**src/rtl/imem_arbiter.sv**
```systemverilog
// Instruction-memory port arbiter: fetch owns the port in run mode, the UART loader owns it during a programming session.
// Optional build macro IMEM_WRITE_GUARD_EN drops loader writes above MAX_WORD and flags them on upg_err.
module imem_arbiter #(
  parameter int                ADDR_W      = 14,
  parameter logic [ADDR_W-1:0] MAX_WORD    = 14'h3FFF,
  parameter int                RELEASE_CYC = 2
) (
  input  logic              clock,
  input  logic              reset,
  input  logic              if_req,
  input  logic [31:0]       if_addr,
  output logic              if_ready,
  output logic [31:0]       if_rdata,
  output logic              if_stall,
  input  logic              upg_req,
  input  logic              upg_wen,
  input  logic [ADDR_W-1:0] upg_addr,
  input  logic [31:0]       upg_wdata,
  input  logic              upg_done,
  output logic              upg_ack,
  output logic [15:0]       upg_cnt,
  output logic              upg_err,
  output logic              cpu_reset_o,
  output logic              mem_en,
  output logic              mem_we,
  output logic [ADDR_W-1:0] mem_addr,
  output logic [31:0]       mem_wdata,
  input  logic [31:0]       mem_rdata
);

  typedef enum logic [1:0] {
    ST_RUN     = 2'd0,
    ST_DRAIN   = 2'd1,
    ST_PROG    = 2'd2,
    ST_RELEASE = 2'd3
  } state_t;

  state_t      state_r;
  state_t      state_nx_s;
  logic [3:0]  rel_cnt_r;
  logic        pend_r;
  logic        req_q_r;
  logic        ready_r;
  logic        hold_r;
  logic        ack_r;
  logic [15:0] cnt_r;
  logic        wr_ok_s;
  logic        wr_go_s;
  logic        rise_s;
  logic        last_s;
  logic        unused_s;

`ifdef IMEM_WRITE_GUARD_EN
  logic err_r;

  assign wr_ok_s  = (upg_addr <= MAX_WORD);
  assign unused_s = ^{if_addr[1:0], if_addr[31:ADDR_W+2]};

  // Guard violation flag: sticky until reset or the start of the next session
  always_ff @(posedge clock or posedge reset) begin
    if (reset) begin
      err_r <= 1'b0;
    end else if (state_r == ST_DRAIN) begin
      err_r <= 1'b0;
    end else if ((state_r == ST_PROG) && upg_wen && !wr_ok_s) begin
      err_r <= 1'b1;
    end
  end

  assign upg_err = err_r;
`else
  assign wr_ok_s  = 1'b1;
  assign unused_s = ^{if_addr[1:0], if_addr[31:ADDR_W+2], MAX_WORD};
  assign upg_err  = 1'b0;
`endif

  assign wr_go_s = (state_r == ST_PROG) && upg_wen && wr_ok_s;
  // A new session request only counts as a fresh rising edge of upg_req
  assign rise_s  = upg_req && !req_q_r;
  assign last_s  = (rel_cnt_r == 4'(RELEASE_CYC - 1));

  // Next-state logic
  always_comb begin
    state_nx_s = state_r;
    case (state_r)
      ST_RUN: begin
        if (upg_req) state_nx_s = ST_DRAIN;
        else         state_nx_s = ST_RUN;
      end
      ST_DRAIN: state_nx_s = ST_PROG;
      ST_PROG: begin
        if (upg_done || !upg_req) state_nx_s = ST_RELEASE;
        else                      state_nx_s = ST_PROG;
      end
      ST_RELEASE: begin
        if (last_s) begin
          if (pend_r || rise_s) state_nx_s = ST_DRAIN;
          else                  state_nx_s = ST_RUN;
        end else begin
          state_nx_s = ST_RELEASE;
        end
      end
      default: state_nx_s = ST_RUN;
    endcase
  end

  // Memory port mux: fetch in RUN, loader in PROG, idle otherwise
  always_comb begin
    mem_en    = 1'b0;
    mem_we    = 1'b0;
    mem_addr  = {ADDR_W{1'b0}};
    mem_wdata = 32'h0000_0000;
    if (reset) begin
      mem_en = 1'b0;
    end else begin
      case (state_r)
        ST_RUN: begin
          mem_en   = if_req;
          mem_addr = if_addr[ADDR_W+1:2];
        end
        ST_PROG: begin
          mem_en    = wr_go_s;
          mem_we    = wr_go_s;
          mem_addr  = upg_addr;
          mem_wdata = upg_wdata;
        end
        default: mem_en = 1'b0;
      endcase
    end
  end

  // State register and registered handshake outputs
  always_ff @(posedge clock or posedge reset) begin
    if (reset) begin
      state_r   <= ST_RUN;
      rel_cnt_r <= 4'd0;
      pend_r    <= 1'b0;
      req_q_r   <= 1'b0;
      ready_r   <= 1'b0;
      hold_r    <= 1'b0;
      ack_r     <= 1'b0;
      cnt_r     <= 16'h0000;
    end else begin
      state_r <= state_nx_s;
      req_q_r <= upg_req;
      ready_r <= (state_r == ST_RUN) && if_req;
      hold_r  <= (state_nx_s != ST_RUN);
      ack_r   <= wr_go_s;
      if (state_r == ST_RELEASE) begin
        rel_cnt_r <= rel_cnt_r + 4'd1;
        pend_r    <= pend_r || rise_s;
      end else begin
        rel_cnt_r <= 4'd0;
        pend_r    <= 1'b0;
      end
      if (state_r == ST_DRAIN) begin
        cnt_r <= 16'h0000;
      end else if (wr_go_s) begin
        cnt_r <= cnt_r + 16'h0001;
      end
    end
  end

  assign if_ready    = ready_r;
  assign if_rdata    = mem_rdata;
  assign if_stall    = hold_r;
  assign cpu_reset_o = hold_r;
  assign upg_ack     = ack_r;
  assign upg_cnt     = cnt_r;

endmodule

```
**config.mk**
```make
export PLATFORM = sky130hd
export DESIGN_NAME = imem_arbiter
export DESIGN_NICKNAME = d
export VERILOG_FILES = /design/src/rtl/imem_arbiter.sv
export SDC_FILE = /design/constraint.sdc
export NUM_CORES = 1
export LEC_CHECK = 0
export CAP_MARGIN = 0
export CORE_AREA = 2 2 84 86
export CTS_CLUSTER_DIAMETER = 150
export DETAILED_ROUTE_END_ITERATION = 6
export DIE_AREA = 0 0 86 88
export PLACE_DENSITY = 0.92
export RECOVER_POWER = 50
export SYNTH_ARGS = -nofsm -noshare
export SYNTH_HDL_FRONTEND = slang
export SYNTH_SLANG_ARGS = --single-unit
```
**constraint.sdc**
```tcl
create_clock -name clock -period 3.8 [get_ports clock]
set_clock_uncertainty 0.2 [all_clocks]
set_input_delay 0.57 -clock clock [delete_from_list [all_inputs] [get_ports clock]]
set_output_delay 0.57 -clock clock [all_outputs]
set_load 0.02 [all_outputs]
```
# After elaboration in Yosys (flattened, before gate mapping)
# Cells that the tools add are included.
[word_totals]
ff_bits = 27
inputBits = 116
out_inout_bits = 101
word_cells = 41
[classes]
n_addsub = 2
n_eq_ne = 4
mux = 17
reduce_logical = 10
[op_table]
columns = ["op", "n"]
rows = [
  ["2-to-1 mux 32 bit", 2],
  ["2-to-1 mux 16 bit", 2],
  ["one-hot mux 14 bit (2 select lines)", 1],
  ["adder 16 x 1 -> 16 bit, second input constant", 1],
  ["2-to-1 mux 14 bit", 1],
  ["one-hot mux 2 bit (4 select lines)", 1],
  ["2-to-1 mux 1 bit", 7],
  ["adder 4 x 1 -> 4 bit, second input constant", 1],
  ["equality test 2 bit, second input constant", 2],
  ["equality test 4 x 1 -> 1 bit, second input constant", 1],
  ["2-to-1 mux 4 bit", 1],
  ["nonzero test 2 bit", 2],
  ["logical AND 1 bit", 3],
  ["equality test 2 x 1 -> 1 bit, second input constant", 1],
  ["logical NOT 1 bit", 2],
  ["logical NOT 2 bit", 1],
  ["logical OR 1 bit", 2],
  ["2-to-1 mux 2 bit", 1],
  ["one-hot mux 1 bit (2 select lines)", 1],
]

# Longest topological paths before layout
# Gate-level depths: netlist (run 1).
[logic_depth]
depth_word = 7
ltp_mapped = 6
depth_no_buf = 5

# Least setup slack after synthesis (run 1)
# OpenSTA, ideal clock, no wires.
[synth_timing]
path_type = "input -> output"
startpoint = "input reset"
endpoint = "output mem_en"
t_arrival_ps = 2045
required_time_ps = 3030
setup_slack_ps = 985
stages = 5
n_path_buf = 1
cell_sequence = "inv_1 and3_1 buf_4 and2_1 a21o_1"
[synth_via]
elab_chain_cells = 1
[synth_rtl]
columns = ["item", "line_no", "source"]
rows = [
  ["start: declaration", "9", "input logic reset,"],
  ["2-to-1 mux 1 bit", "113", "if (reset) begin"],
  ["end: declaration", "24", "output logic mem_en,"],
]
# Every way passes these cells.

# Final worst setup path (run 1)
[layout_timing]
startpoint = "input reset"
endpoint = "output mem_addr[13]"
[layout_via]
elab_chain_cells = 1
[layout_rtl]
columns = ["item", "line_no", "source"]
rows = [
  ["2-to-1 mux 14 bit", "113", ""],
  ["end: declaration", "26", "output logic [ADDR_W-1:0] mem_addr,"],
]
# Every way passes these cells.

==> impl_metrics.ini, run 1 <==
[run_status]
status = finished clean

[cts]
clockRootBuffer = clkbuf_8
cts_setup_buffers = 0
cts_sinks = 27
cts_tree = yes
clk_pin_slew_ns = 0.09
cts_resized = 0
cts_inserted_buffers = 3
clk_latency_ns = 0.27
h-tree-depth = 1
ctsHoldBuffers = 0
max-clock-path-buffers = 2

[layout]
diodes = 0
final_util_pct = 46.9
final_cells = 389
fin_nets = 429
syn_to_final_growth_pct = 60.2
drive_above_1_share_pct = 4.21
final_area_sq_um = 3120

[power]
powerDensity_nw_per_um2 = 381
ir_worst_vdd_v = 0.000252
leakage_nw = 1.31
power_mw = 1.19

[grt]
use_met1_pct = 16.2
grt_max_degree = 34
overflow = 0
grt_util_met2_pct = 29.7
antenna_found_initial = 0
busiest_layer = met2
grt_pass1_vias = 1854
grt_use_met3_pct = 4.34
grt_pass1_wl_mm = 9.22
grt_usage_pct = 15.5

[worst_setup_path]
worstPathArrival_ns = 2.73
crit_type = input pin to output pin
crit_path_cell_trace = dlygate4sd3_1, inv_1, and3_1, buf_12, a22o_1, clkdlybuf4s50_1
crit_path_start_kind = input pin
worstPathMaxFanout = 33
slowest_stage = clkdlybuf4s50_1
crit_required_ns = 3.03
worst_setup_path_end_kind = output pin
crit_path_max_incr_delay_ns = 0.61

[route]
drc = 0
wl_mm = 6.09
first_iter_violations = 60
wire_per_inst_um = 15.6
dr.pass1.iters = 4
postRouteAntennaNets = 0
viasPerCell = 4.71
vias = 1832

[place]
dp_cells = 385
hpwl_mm = 4.99
postPlaceCellArea_sq_um = 3100
post-place-ws_ns = 0.422
gp_congestion = 0.761
numPortBuffers = 133

[sta]
final_hold_viol_count = 0
fin_setup_tns_ns = 0
setup_viol = 0
worst_pin_slew_ns = 0.505
min_period_ns = 3.50
setup_slack_ns = 0.303
rsz0062_at_grt = false
whs_ns = 0.301
fmax_mhz = 286
fin_crit_sh_pct = 92.0
slew_viol_final = 0
maxSlewHeadroom_pct = 66.3

[flow_run]
maxCapViolCount = 0

[floorplan]
core-area_sq_um = 6640
io_pins = 217
die-area_sq_um = 7570
rows = 30
fp.dieH_um = 88
initial_utilization_pct = 29.3
die_w_um = 86

[synth]
synth_edf_count = 0
async_reset_ff_share_pct = 100
synth_ff_type = dfrtp_1
synth_fp_nets = 331
yosys_warnings = 0
synth_cells = 212
synth-seq-cells = 27
syn_avg_cell_area_sq_um = 9.17
synthDistinctLibCells = 37
syn_area_sq_um = 1940
ys_seq_area_share_pct = 34.7

[min_path]
hp-class = flop to flop
-- kinds of logic after synthesis --
group / share of synthesized area, %
flops: 34.7
xor+xnor: 2.70
mux: 3.60
compound gates: 9.33
simple gates: 30.2
buf+inv: 17.2
other cells: 0.193
fa+ha+maj: 1.93
-- sequential cells by signal (all words and copies together), names as in the netlist --
register,flops
req_q_r,1
cpu_reset_o,1
rel_cnt_r,4
upg_ack,1
upg_cnt,16
state_r,2
if_ready,1
pend_r,1
-- synthesized netlist by cell type, types with 4 or more instances --
cell type | number | area [sq um]
a21oi_1 | 4 | 20.0
a22o_1 | 14 | 123
and2_1 | 35 | 219
and3_1 | 4 | 25.0
buf_4 | 37 | 278
dfrtp_1 | 27 | 676
inv_1 | 6 | 22.5
mux2i_1 | 7 | 70.1
nand2_1 | 15 | 56.3
nand3_1 | 11 | 55.1
nor2_1 | 11 | 41.3
nor3_1 | 5 | 25.0
-- layer usage --
layer | vias to the layer above | share of wire (%) | routed length, um
met2 | 91 | 54 | 3320
met4 | 0 | 2.0 | 119
met1 | 862 | 35 | 2130
li1 | 870 | - | -
met3 | 9 | 8.6 | 523
met5 | - | 0 | 0
-- worst paths after layout --
kind	cells past startpoint	endpoint	start	slack, ns
min in group asynchronous	3	if_ready$_DFF_PP0_	reset	0.67
setup / recovery	6	mem_addr[13]	reset	0.30
hold reg to reg	1	rel_cnt_r[0]$_DFF_PP0_	rel_cnt_r[0]$_DFF_PP0_	0.30
setup reg to reg	4	upg_cnt[14]$_DFFE_PP0P_	state_r[1]$_DFF_PP0_	1.74
hold / removal	1	rel_cnt_r[0]$_DFF_PP0_	rel_cnt_r[0]$_DFF_PP0_	0.30
max in group asynchronous	3	state_r[1]$_DFF_PP0_	reset	2.47
-- final cells by class --
type                            instances  area [sq um]
Inverter                                6          22.5
Timing Repair Buffer                  136          1370
Tap cell                               80           100
Multi-Input combinational cell        136           906
Fill cell                             590          3530
Sequential cell                        27           676
Clock buffer                            4          45.0
-- worst max-delay path: cells and delay by family --
kind	cells	cell delay (ns)
and+or+nand+nor	1	0.48
buffers and inverters	4	1.49
AOI/OAI and AO/OA	1	0.18
-- report_power, final --
part	internal (mW)	switching, mW	total (mW)
logic	0.315	0.305	0.621
registers	0.333	0.0708	0.404
clock network	0.0752	0.0875	0.163
-- placed cells by master, fill, tap and decap left out, types with 2 or more instances in the layout --
master / synthesis / routed
clkdlybuf4s50_1: 0 / 130
and2_1: 35 / 33
dfrtp_1: 27 / 27
nand2_1: 15 / 15
a22o_1: 14 / 14
nand3_1: 11 / 11
nor2_1: 11 / 11
mux2i_1: 7 / 7
inv_1: 6 / 6
nor3_1: 5 / 5
and3_1: 4 / 4
a21oi_1: 4 / 4
nand4_1: 2 / 3
xnor2_1: 3 / 3
xor2_1: 3 / 3
o21ai_0: 3 / 3
ha_1: 3 / 3
clkbuf_8: 0 / 3
dlygate4sd3_1: 0 / 3
and2_0: 0 / 2
buf_4: 37 / 2
No activity file was read; power rests on OpenSTA's default activity.
==> run 2: changes to the inputs <==
- ABC_CLOCK_PERIOD_IN_PS: default -> 3800
==> results of run 2 <==
The final DEF is identical to that of run 1; final timing and power are the same.
